`src/rtl/muldiv_unit.sv`:
```
// muldiv_unit: iterative multiply/divide unit for the TinyMIPS EX stage.
// Executes MULT, MULTU, DIV and DIVU one result bit per cycle. While an
// operation is in flight it freezes the front of the pipeline through
// stall_req. It then presents a registered HI/LO pair for a single cycle,
// which is when done is high.

module muldiv_unit #(
  parameter int CYCLES = 32
) (
  input  logic        clk,
  input  logic        rst,
  input  logic        flush,
  input  logic        start,
  input  logic [1:0]  op,
  input  logic [31:0] operand_1,
  input  logic [31:0] operand_2,
  output logic        stall_req,
  output logic        done,
  output logic [31:0] hi,
  output logic [31:0] lo
);

  localparam int CW = (CYCLES > 1) ? $clog2(CYCLES) : 1;
  localparam logic [CW-1:0] LAST = CW'(CYCLES - 1);

  typedef enum logic [1:0] {
    IDLE = 2'd0,
    RUN  = 2'd1,
    DONE = 2'd2
  } state_t;

  state_t        state_q;
  logic [CW-1:0] count_q;

  // Latched operation flavour and result signs
  logic          isDiv_q;
  logic          negRes_q;
  logic          negRem_q;

  // Multiply datapath: accumulator, left-shifting multiplicand, right-shifting multiplier
  logic [63:0]   acc_q;
  logic [63:0]   mcand_q;
  logic [31:0]   mplier_q;

  // Divide datapath: partial remainder, dividend/quotient shift register, divisor
  logic [31:0]   rem_q;
  logic [31:0]   quot_q;
  logic [31:0]   divisor_q;

  // Architectural result registers
  logic [31:0]   hi_q;
  logic [31:0]   lo_q;

  // Operand decode at issue time
  logic          isDivOp;
  logic          isSignedOp;
  logic          divByZero;
  logic [31:0]   magA;
  logic [31:0]   magB;

  // Per-iteration next values and sign-corrected final values
  logic [63:0]   accNext;
  logic [32:0]   remShift;
  logic [32:0]   remDiff;
  logic [31:0]   remNext;
  logic [31:0]   quotNext;
  logic [63:0]   prodFinal;
  logic [31:0]   quotFinal;
  logic [31:0]   remFinal;

  // Decode the incoming instruction: signed ops work on magnitudes, and a
  // zero divisor short-circuits straight to the fixed divide-by-zero result.
  always_comb begin
    isDivOp    = op[1];
    isSignedOp = ~op[0];
    magA       = (isSignedOp && operand_1[31]) ? (~operand_1 + 32'd1) : operand_1;
    magB       = (isSignedOp && operand_2[31]) ? (~operand_2 + 32'd1) : operand_2;
    divByZero  = isDivOp && (operand_2 == 32'd0);
  end

  // One iteration of shift-add multiply and restoring divide. The 33-bit
  // trial difference goes negative exactly when the divisor does not fit,
  // so its top bit serves as the borrow and selects restore vs. keep.
  always_comb begin
    accNext  = acc_q + (mplier_q[0] ? mcand_q : 64'd0);
    remShift = {rem_q, quot_q[31]};
    remDiff  = remShift - {1'b0, divisor_q};
    if (remDiff[32]) begin
      remNext  = remShift[31:0];
      quotNext = {quot_q[30:0], 1'b0};
    end else begin
      remNext  = remDiff[31:0];
      quotNext = {quot_q[30:0], 1'b1};
    end
    prodFinal = negRes_q ? (~accNext + 64'd1) : accNext;
    quotFinal = negRes_q ? (~quotNext + 32'd1) : quotNext;
    remFinal  = negRem_q ? (~remNext + 32'd1) : remNext;
  end

  // Control FSM and datapath registers. Reset beats flush beats start.
  // Flush abandons the operation but keeps the last completed HI/LO.
  always_ff @(posedge clk) begin
    if (rst) begin
      state_q   <= IDLE;
      count_q   <= '0;
      isDiv_q   <= 1'b0;
      negRes_q  <= 1'b0;
      negRem_q  <= 1'b0;
      acc_q     <= 64'd0;
      mcand_q   <= 64'd0;
      mplier_q  <= 32'd0;
      rem_q     <= 32'd0;
      quot_q    <= 32'd0;
      divisor_q <= 32'd0;
      hi_q      <= 32'd0;
      lo_q      <= 32'd0;
    end else if (flush) begin
      state_q <= IDLE;
    end else begin
      case (state_q)
        IDLE: begin
          if (start) begin
            isDiv_q   <= isDivOp;
            negRes_q  <= isSignedOp & (operand_1[31] ^ operand_2[31]);
            negRem_q  <= isSignedOp & operand_1[31];
            count_q   <= '0;
            acc_q     <= 64'd0;
            mcand_q   <= {32'd0, magA};
            mplier_q  <= magB;
            rem_q     <= 32'd0;
            quot_q    <= magA;
            divisor_q <= magB;
            if (divByZero) begin
              hi_q    <= operand_1;
              lo_q    <= 32'hFFFF_FFFF;
              state_q <= DONE;
            end else begin
              state_q <= RUN;
            end
          end
        end
        RUN: begin
          acc_q    <= accNext;
          mcand_q  <= {mcand_q[62:0], 1'b0};
          mplier_q <= {1'b0, mplier_q[31:1]};
          rem_q    <= remNext;
          quot_q   <= quotNext;
          count_q  <= count_q + CW'(1);
          if (count_q == LAST) begin
            if (isDiv_q) begin
              hi_q <= remFinal;
              lo_q <= quotFinal;
            end else begin
              hi_q <= prodFinal[63:32];
              lo_q <= prodFinal[31:0];
            end
            state_q <= DONE;
          end
        end
        DONE: begin
          state_q <= IDLE;
        end
        default: begin
          state_q <= IDLE;
        end
      endcase
    end
  end

  // Hold the pipeline from the issue cycle through the last iteration; the
  // DONE cycle is not stalled so EX can consume the result.
  assign stall_req = ((state_q == IDLE) && start && !flush) || (state_q == RUN);
  assign done      = (state_q == DONE);
  assign hi        = hi_q;
  assign lo        = lo_q;

endmodule
```
`config.mk`:
```
export PLATFORM = sky130hd
export DESIGN_NAME = muldiv_unit
export DESIGN_NICKNAME = d
export VERILOG_FILES = /design/src/rtl/muldiv_unit.sv
export SDC_FILE = /design/constraint.sdc
export NUM_CORES = 1
export LEC_CHECK = 0
export CORE_MARGIN = 3
export CORE_UTILIZATION = 40
export DETAILED_ROUTE_END_ITERATION = 10
export HOLD_SLACK_MARGIN = 0.08
export PLACE_DENSITY_LB_ADDON = 0.2
export SLEW_MARGIN = 20
export SYNTH_ARGS = -nofsm -noshare
export SYNTH_HDL_FRONTEND = slang
export SYNTH_SLANG_ARGS = --single-unit
```
`constraint.sdc`:
```
create_clock -name clk -period 6.8 [get_ports clk]
set_clock_uncertainty 0.2 [all_clocks]
set_input_delay 1.36 -clock clk [delete_from_list [all_inputs] [get_ports clk]]
set_output_delay 1.36 -clock clk [all_outputs]
set_load 0.05 [all_outputs]
```
Word-level counts from Yosys, hierarchy flattened
Cells that the tools add are included.
Word-level totals
  register bits: 330
  output and inout port bits: 66
  bits of input ports: 70
Cells by class
  bitwise operators: 10
  reductions and logical operators: 15
  eq/ne operators: 6
  mux-type cells: 34
  $add $sub $neg: 8
Operators by type and width (number)
  $mux W32: 16
  $pmux W32 S2: 5
  $mux W64: 4
  $pmux W64 S2: 2
  $add A32 B1 Y32 const B: 4
  $not A32 Y32: 4
  $add A64 B1 Y64 const B: 1
  $add A64 B64 Y64: 1
  $not A64 Y64: 1
  $sub A33 B32 Y33: 1
  $logic_not A32 Y1: 1
  $pmux W5 S2: 1
  $mux W2: 3
  $ne A2 B2 Y1 const B: 3
  $reduce_and A3 Y1: 2
  $add A5 B1 Y5 const B: 1
  $eq A5 B5 Y1 const B: 1
  $logic_and A1 B1 Y1: 5
  $mux W5: 1
  $reduce_and A5 Y1: 1
  $pmux W2 S2: 1
  $and A1 B1 Y1: 2
  $eq A2 B1 Y1 const B: 1
  $eq A2 B2 Y1 const B: 1
  9 further kinds: 10

Longest topological paths before layout
Gate-level depths: netlist of run 1.
  depth in word-level cells: 8
  depth in mapped cells: 26
  depth with buffers taken out: 23

Worst setup path after synthesis of run 1
Ideal clock, no wire load.
  path type: reg-to-reg
  start: reg quot_q[31]
  end: reg lo_q[22], in the netlist lo[22]
  stages on the path, launching flop included: 26
  library setup time: 0.132 ns
  setup slack: 0.941 ns
  arrival time: 5.527 ns
  path through: dfxtp_1 -> inv_1 -> ha_1 -> inv_1 -> fa_1 -> a211oi_1 -> o211a_1 -> o21ai_0 -> o2111ai_1 -> a21o_1 -> nand2_1 -> inv_1 -> clkbuf_1 -> clkbuf_1 -> clkbuf_1 -> ha_1 -> nand3b_1 -> nor3_1 -> and2_1 -> nor3b_1 -> nand2_1 -> nor4_1 -> nor2_1 -> mux4_2 -> nor3_1 -> nor3_1
Between the ends
  word-level cells in the longest chain between the ends: 8
Ends and longest elaborated chain
  start: declaration: RTL line 47  | logic [31:0] quot_q;
  start signal: assignment: RTL line 131  | quot_q <= magA;
  start signal: assignment: RTL line 147  | quot_q <= quotNext;
  $sub A33 B32 Y33: RTL line 87  | remDiff = remShift - {1'b0, divisor_q};
  $mux W1: RTL line 88  | if (remDiff[32]) begin
  $not A32 Y32: RTL line 96  | quotFinal = negRes_q ? (~quotNext + 32'd1) : quotNext;
  $add A32 B1 Y32: RTL line 96
  $mux W32: RTL line 96
  $mux W32: RTL line 150  | if (isDiv_q) begin
  $mux W32: RTL line 149  | if (count_q == LAST) begin
  $pmux W32 S2: RTL line 120  | case (state_q)
  end signal: assignment: RTL line 152  | lo_q <= quotFinal;
  end signal: assignment: RTL line 155  | lo_q <= prodFinal[31:0];
  end: declaration: RTL line 52  | logic [31:0] lo_q;
Every way passes these cells. The select of a mux whose other input is x is not followed.
A chain may end at the register's enable or synchronous reset.

Worst setup path after layout of run 1
  start: reg mplier_q[0]
  end: reg hi_q[31], in the netlist hi[31]
Between the ends
  word-level cells in the longest chain between the ends: 8
Ends and longest elaborated chain
  start: declaration: RTL line 43  | logic [31:0] mplier_q;
  start signal: assignment: RTL line 129  | mplier_q <= magB;
  start signal: assignment: RTL line 145  | mplier_q <= {1'b0, mplier_q[31:1]};
  $mux W64 (*): RTL line 85  | accNext = acc_q + (mplier_q[0] ? mcand_q : 64'd0);
  $add A64 B64 Y64 (*): RTL line 85
  $not A64 Y64: RTL line 95  | prodFinal = negRes_q ? (~accNext + 64'd1) : accNext;
  $add A64 B1 Y64: RTL line 95
  $mux W64 (*): RTL line 95
  $mux W32 (*): RTL line 150
  $mux W32 (*): RTL line 149
  $pmux W32 S2 (*): RTL line 120
  end signal: assignment: RTL line 134  | hi_q <= operand_1;
  end signal: assignment: RTL line 151  | hi_q <= remFinal;
  end signal: assignment: RTL line 154  | hi_q <= prodFinal[63:32];
  end: declaration: RTL line 51  | logic [31:0] hi_q;
Mark *: on every way between the ends. The rest lies on a longest branch, timed or not. The select of a mux whose other input is x is not followed.

==> summary.md, run 1 <==
| Metric | Value |
|---|---|
| Status | `completed` |
| TritonCTS buffer count | `41` |
| Most frequent cell after synthesis | `nor2_1` |
| Crit end category | `flip-flop` |
| Slew headroom | `0.08052` |
| DP Cell Count | `4375` |
| Final setup violation count | `0` |
| Routing usage on met3 | `0.05082` |
| CTS resizes | `0` |
| Std-Cell Rows | `92` |
| Met1 Use GR | `0.4161` |
| RSZ-0062 raised after global routing | `no` |
| Detailed Routing Iterations Pass 1 | `6` |
| Via density | `6.251` |
| Arrival @ worst endpoint | `6.31 ns` |
| Hold path cells | `2` |
| Distinct cells, synth | `103` |
| Hold WS | `0.2536 ns` |
| Vias in the first global route | `25480` |
| Max cap viols | `0` |
| IO buf count | `135` |
| Fmax | `0.1648 GHz` |
| Avg Inst Size Synth | `7.199 sq um` |
| Hold Vio Cnt, Final | `0` |
| Min Tclk post-route | `6.068 ns` |
| Min-Delay Path Class | `flip-flop to flip-flop` |
| TritonCTS clock tree | `done` |
| Initial antenna violation count | `10` |
| Die height | `258.9 um` |
| Final ANT Viol Nets | `0` |
| Post-DP HPWL | `78.98 mm` |
| Fillcell total | `6496` |
| Mapped Nets | `3729` |
| Synth warn | `0` |
| Initial core utilization | `0.4050` |
| Maximum vdd drop | `176.8 uV` |
| Worst slew pin tran | `1.379 ns` |
| Layout net count | `3746` |
| Met2 GRT Util | `0.4573` |
| First-pass GRT wire length | `156.7 mm` |
| Cell area after synthesis | `0.02559 sq mm` |
| R2R Path Start | `mplier_q[0]` |
| DRC | `0` |
| Hold Buf Count CTS | `0` |
| Clk_lat worst skew | `0.60 ns` |
| Post-synth top cells | `nor2_1 (437), nand2_1 (389), a21oi_1 (353)` |
| Largest net degree at the start of global routing | `177` |
| Iteration-0 DRC Markers | `3015` |
| Area grow syn2layout | `14.49%` |
| Hold endpoint | `divisor_q[2]` |
| Yosys top cell by area | `dfxtp_1` |
| Mapped Cells | `3555` |
| Ys flop type | `dfxtp_1` |
| Sequential area share after synthesis | `0.2581` |
| Placer congestion estimate | `0.9590` |
| LEAKAGE | `11.02 nW` |
| CTS root buf | `clkbuf_16` |
| Die Footprint | `0.06705 sq mm` |
| Clock tree sinks | `330` |
| CP Class | `flip-flop to flip-flop` |
| Ys async rst share | `0` |
| Number of flops mapped to enable cells by yosys | `0` |
| Setup TNS | `0 ns` |
| Ranking of synthesized cells by area | `dfxtp_1 (26%), a21oi_1 (6.9%), nor2_1 (6.4%), nand2_1 (5.7%), a22oi_1 (5.1%)` |
| Gr busiest metal | `met2` |
| Util after Layout | `0.4636` |
| Die width | `258.9 um` |
| Required @ worst endpoint | `7.04 ns` |
| Max FO, Critical Path | `43` |
| Crit start category | `flip-flop` |
| RR Endpoint | `hi[31]` |
| PwrDens | `200.7 mW/mm^2` |
| Vias | `27870` |
| Wire per inst | `23.36 um` |
| CTS clk-pin slew, worst paths | `0.06 ns` |
| H-tree levels | `2` |
| Share of cells above drive strength 1 | `0.06130` |
| Period utilization | `0.8924` |
| Slew Viols, Final | `0` |
| Worst r2r path cells | `15` |
| GRT Overall Usage | `0.2991` |
| Hold path startpoint | `divisor_q[2]` |
| R2R Setup Slk | `0.73 ns` |
| Seq cells post-synth | `330` |
| Core region area | `0.06320 sq mm` |
| WL final | `104.2 mm` |
| Gr ovfl total | `0` |
| Longest Clk Path Bufs | `3` |
| Post-Layout Cell Count | `4458` |
| Setup fix buffers added after clock tree synthesis | `0` |
| # IOs | `136` |
| Area share of the largest cell type after synthesis | `0.2581` |
==> worst max-delay path by stage <==
stage | from | slack [ns] | to
4_1_cts | mplier_q[0] | 0.80 | hi[27]
6_report | mplier_q[0] | 0.73 | hi[31]
2_1_floorplan | quot_q[31] | 0.94 | lo[22]
3_3_place_gp | operand_2[3] | 0.86 | hi[31]
5_1_grt | mplier_q[0] | 0.31 | hi[13]
3_5_place_dp | operand_2[3] | 0.80 | hi[31]
==> cells in the final DEF, fill, tap and decap left out, types with 14 or more instances in the layout <==
cell and count:
nor2_1 433, nand2_1 388, a21oi_1 353, dfxtp_1 328, o21ai_0 202, a22oi_1 173, clkdlybuf4s50_1 134, nor3_1 115
ha_1 102, xnor2_1 98, and2_1 91, nand3_1 79, inv_1 72, buf_4 71, xor2_1 66, a211oi_1 60
nand4_1 52, or3_1 44, clkbuf_16 42, a21o_1 35, o211ai_1 34, and3_1 33, o31ai_1 33, a31oi_1 32
o21a_1 27, nor4_1 26, mux2i_1 24, or4_1 23, nand2b_1 23, a221oi_1 22, o22ai_1 22, a311oi_1 18
o41ai_1 16, o211a_1 15, nor2b_1 14, or2_2 14
==> critical path, cell delays in order, from the launching register on <==
cell      delay, ns
dfxtp_1        0.50
buf_12         0.26
and2_1         0.17
ha_1           0.34
a21oi_1        0.30
o21ai_1        0.19
a221oi_1       0.44
o21bai_1       0.24
or3_1          0.45
a222oi_1       0.59
or4b_4         0.56
or4_4          0.56
or3_4          0.39
o41ai_1        0.39
xor2_1         0.19
o22ai_1        0.09
==> stage by stage <==
stage	instance area, sq um	setup slack [ns]	total power [mW]
2_1_floorplan	25590	0.9413	2.987
3_3_place_gp	27780	0.8605	3.429
3_5_place_dp	27780	0.8039	3.426
4_1_cts	29280	0.7989	5.898
5_1_grt	29280	0.3079	6.106
6_report	29300	0.7317	5.882
==> where the power goes <==
| group | internal (mW) | switching (mW) | leakage [nW] |
|---|---|---|---|
| combinational | 0.465 | 0.874 | 7.60 |
| sequential | 2.00 | 0.0776 | 2.68 |
| clock | 1.48 | 0.988 | 0.739 |
| total | 3.94 | 1.94 | 11.0 |
==> cells by family after synthesis <==
family / after synthesis / share of synthesized area
AO/OA/AOI/OAI: 1198 / 0.3086
XOR/XNOR: 164 / 0.05613
multiplexers: 40 / 0.01819
buffers and inverters: 311 / 0.04605
AND/OR/NAND/NOR: 1408 / 0.2615
adder cells (fa/ha/maj): 104 / 0.05143
flip-flops: 330 / 0.2581
==> per-layer routing <==
metal,wire (um),part of all wire
met1,45390,0.44
met2,44900,0.43
met3,9129,0.088
met4,4688,0.045
met5,53,0.00051
==> area by class of cell <==
class,count,area [sq um],share of cell area
antenna,7,17.52,0.0005978
clock buffer,54,1156,0.03946
clock inverter,22,346.6,0.01183
inverter,76,285.3,0.009736
multi-input combinational,2914,17870,0.6100
sequential,330,6614,0.2257
tap,846,1059,0.03613
timing repair buffer,209,1949,0.06653
==> state kept, by name, summed over array words and instances (netlist names) <==
signal     flops
lo            32
negRem_q       1
divisor_q     32
hi            32
negRes_q       1
mplier_q      32
state_q        2
acc_q         64
quot_q        32
count_q        5
mcand_q       64
isDiv_q        1
rem_q         32
Note: power is estimated with default switching activity, not from simulation.
==> run 2: changes to the inputs <==
--- a/config.mk
+++ b/config.mk
@@ -5,11 +5,14 @@
 export SDC_FILE = /design/constraint.sdc
 export NUM_CORES = 1
 export LEC_CHECK = 0
+export CAP_MARGIN = 20
+export CORE_ASPECT_RATIO = 1.1
 export CORE_MARGIN = 3
 export CORE_UTILIZATION = 40
 export DETAILED_ROUTE_END_ITERATION = 10
 export HOLD_SLACK_MARGIN = 0.08
 export PLACE_DENSITY_LB_ADDON = 0.2
+export RECOVER_POWER = 100
 export SLEW_MARGIN = 20
 export SYNTH_ARGS = -nofsm -noshare
 export SYNTH_HDL_FRONTEND = slang
==> summary.md, run 2 (same netlist as run 1, synthesis figures left out) <==
| Metric | Value |
|---|---|
| DRC | `0 (unchanged)` |
| Die width | `247.2 um (-4.5%)` |
| Setup ws final | `0.4037 ns (-0.3280 ns)` |
| Arrival @ worst endpoint | `6.68 ns (+0.37 ns)` |
| Commonest non-fill, non-tap cell in the layout | `nor2_1` |
| Most common cell on crit path | `a21oi_1` |
| H-tree levels | `2 (unchanged)` |
| Required @ worst endpoint | `7.09 ns (+0.05 ns)` |
| Via density | `6.272 (+0.34%)` |
| Hold path startpoint | `divisor_q[6]` |
| Largest net degree at the start of global routing | `114 (-36%)` |
| Failing checks | `capacitance limit, slew limit` |
| Core region area | `0.06282 sq mm (-0.59%)` |
| Crit end category | `flip-flop` |
| CTS root buf | `clkbuf_16` |
| Initial core utilization | `0.4074 (+0.002420)` |
| Critical Path Stages | `16 (+1)` |
| LEAKAGE | `11.02 nW (about the same)` |
| Status | `complete, but fails checks` |
| Max cap viols | `4 (+4)` |
| Hold path cells | `2 (unchanged)` |
| Setup slack after placement | `0.5166 ns (-0.2873 ns)` |
| Final setup violation count | `0 (unchanged)` |
| Area grow syn2layout | `13.09%` |
| DP Cell Count | `4341 (-0.78%)` |
| Gr ovfl total | `0 (unchanged)` |
| Longest Clk Path Bufs | `3 (unchanged)` |
| Wire per inst | `23.45 um (+0.35%)` |
| IO buf count | `135 (unchanged)` |
| Worst r2r path cells | `16 (+1)` |
| Setup fix buffers added after clock tree synthesis | `0 (unchanged)` |
| Min-Delay Path Class | `flip-flop to flip-flop` |
| Hold Buf Count CTS | `0 (unchanged)` |
| Std-Cell Rows | `96 (+4.3%)` |
| Critical path origin | `mplier_q[0]` |
| Crit start category | `flip-flop` |
| Die height | `271.3 um (+4.8%)` |
| CTS clk-pin slew, worst paths | `0.06 ns (about the same)` |
| GRT Overall Usage | `0.2983 (-0.0008136)` |
| Detailed Routing Iterations Pass 1 | `8 (+2)` |
| Chain of cells forming the critical path | `and2_1 -> ha_1 -> inv_1 -> fa_1 -> nand2b_1 -> a21oi_1 -> o21ai_1 -> a21oi_1 -> nor2_1 -> xnor2_1 -> or4b_1 -> or4_4 -> or2_0 -> nor4b_2 -> mux2_1 -> a22o_1` |
| Clk_lat worst skew | `0.62 ns (+0.02 ns)` |
| Post-DP HPWL | `78.87 mm (-0.14%)` |
| R2R Path Start | `mplier_q[0]` |
| TritonCTS clock tree | `done` |
| Period utilization | `0.9406 (+0.04824)` |
| Placer congestion estimate | `1.006 (+4.9%)` |
| Slew headroom | `-1.050 (-1.131)` |
| Maximum vdd drop | `183.3 uV (+3.7%)` |
| Vias | `27740 (-0.47%)` |
| Most frequent cells in the layout | `nor2_1 (434), nand2_1 (389), a21oi_1 (353)` |
| Crit-path slowest cell | `dfxtp_2` |
| Iteration-0 DRC Markers | `2954 (-2.0%)` |
| First-pass GRT wire length | `156.1 mm (-0.41%)` |
| # IOs | `136 (unchanged)` |
| Die Footprint | `0.06705 sq mm (about the same)` |
| Final ANT Viol Nets | `0 (unchanged)` |
| Clock tree sinks | `330 (unchanged)` |
| CTS resizes | `0 (unchanged)` |
| Hold Vio Cnt, Final | `0 (unchanged)` |
| Fmax | `0.1563 GHz (-5.1%)` |
| CP top delay family | `simple AND/OR/NAND/NOR gates` |
| TritonCTS buffer count | `41 (unchanged)` |
| WL final | `103.7 mm (-0.46%)` |
| Setup TNS | `0 ns (unchanged)` |
| Slew Viols, Final | `269 (+269)` |
| CP bufs+invs | `1 (unchanged)` |
| Worst slew pin tran | `3.076 ns (+1.696 ns)` |
| PwrDens | `196.6 mW/mm^2 (-2.1%)` |
| Initial antenna violation count | `10 (unchanged)` |
| Layout net count | `3725 (-0.56%)` |
| Max incr delay on CP | `0.67 ns (+0.08 ns)` |
| Min Tclk post-route | `6.396 ns (+0.3280 ns)` |
| Share of cells above drive strength 1 | `0.05276 (-0.008540)` |
| CP Class | `flip-flop to flip-flop` |
| Post-Layout Cell Count | `4422 (-0.81%)` |
| Max FO, Critical Path | `26 (-40%)` |
| Vias in the first global route | `25780 (+1.2%)` |
| RSZ-0062 raised after global routing | `no` |
| Biggest regs | `acc_q: 64 flops, mcand_q: 64 flops` |
==> run 2: power by group <==
part	leakage [nW]	internal [mW]	switching [mW]
Combinational	7.68	0.454	0.876
Sequential	2.68	2.00	0.0769
Clock	0.670	1.29	0.992
Total	11.0	3.75	1.94
==> run 2: layout make-up <==
class,count,area [sq um]
fill,6522,33880
tap,833,1042
multi-input combinational,2914,17850
clock inverter,21,252.7
sequential,330,6615
inverter,76,285.3
clock buffer,53,1152
timing repair buffer,188,1728
antenna,7,17.52
==> run 2: final timing paths <==
path                            slack [ns]            to
worst max-delay path                  0.40        hi[27]
worst min register to register        0.25  divisor_q[6]
worst max register to register        0.40        hi[27]
worst min-delay path                  0.25  divisor_q[6]
==> run 2: routing by layer <==
layer | global-route usage | vias up | part of all wire
li1 | - | 13150 | -
met2 | 0.4529 | 1181 | 0.43
met3 | 0.04870 | 242 | 0.079
met4 | 0.1644 | 10 | 0.062
met1 | 0.4018 | 13150 | 0.43
met5 | 0 | - | 0.00070
==> run 2: worst register-to-register path, stage by stage, from the launching register on <==
cell      delay [ns]
dfxtp_2         0.67
and2_1          0.21
ha_1            0.19
inv_1           0.06
fa_1            0.43
nand2b_1        0.19
a21oi_1         0.43
o21ai_1         0.36
a21oi_1         0.61
nor2_1          0.20
xnor2_1         0.32
or4b_1          0.65
or4_4           0.63
or2_0           0.29
nor4b_2         0.28
mux2_1          0.34
a22o_1          0.20
==> run 2: metrics by stage <==
step             util  power [mW]  hold slack (ns)  instance area (sq um)
6_report       0.4607       5.690           0.2540                  28940
5_1_grt        0.4604       5.909           0.2722                  28930
3_5_place_dp   0.4391       3.417           0.2467                  27580
2_1_floorplan       -       2.987           0.2250                  25590
3_3_place_gp   0.4391       3.418           0.2352                  27580
4_1_cts        0.4614       5.695           0.2548                  28990
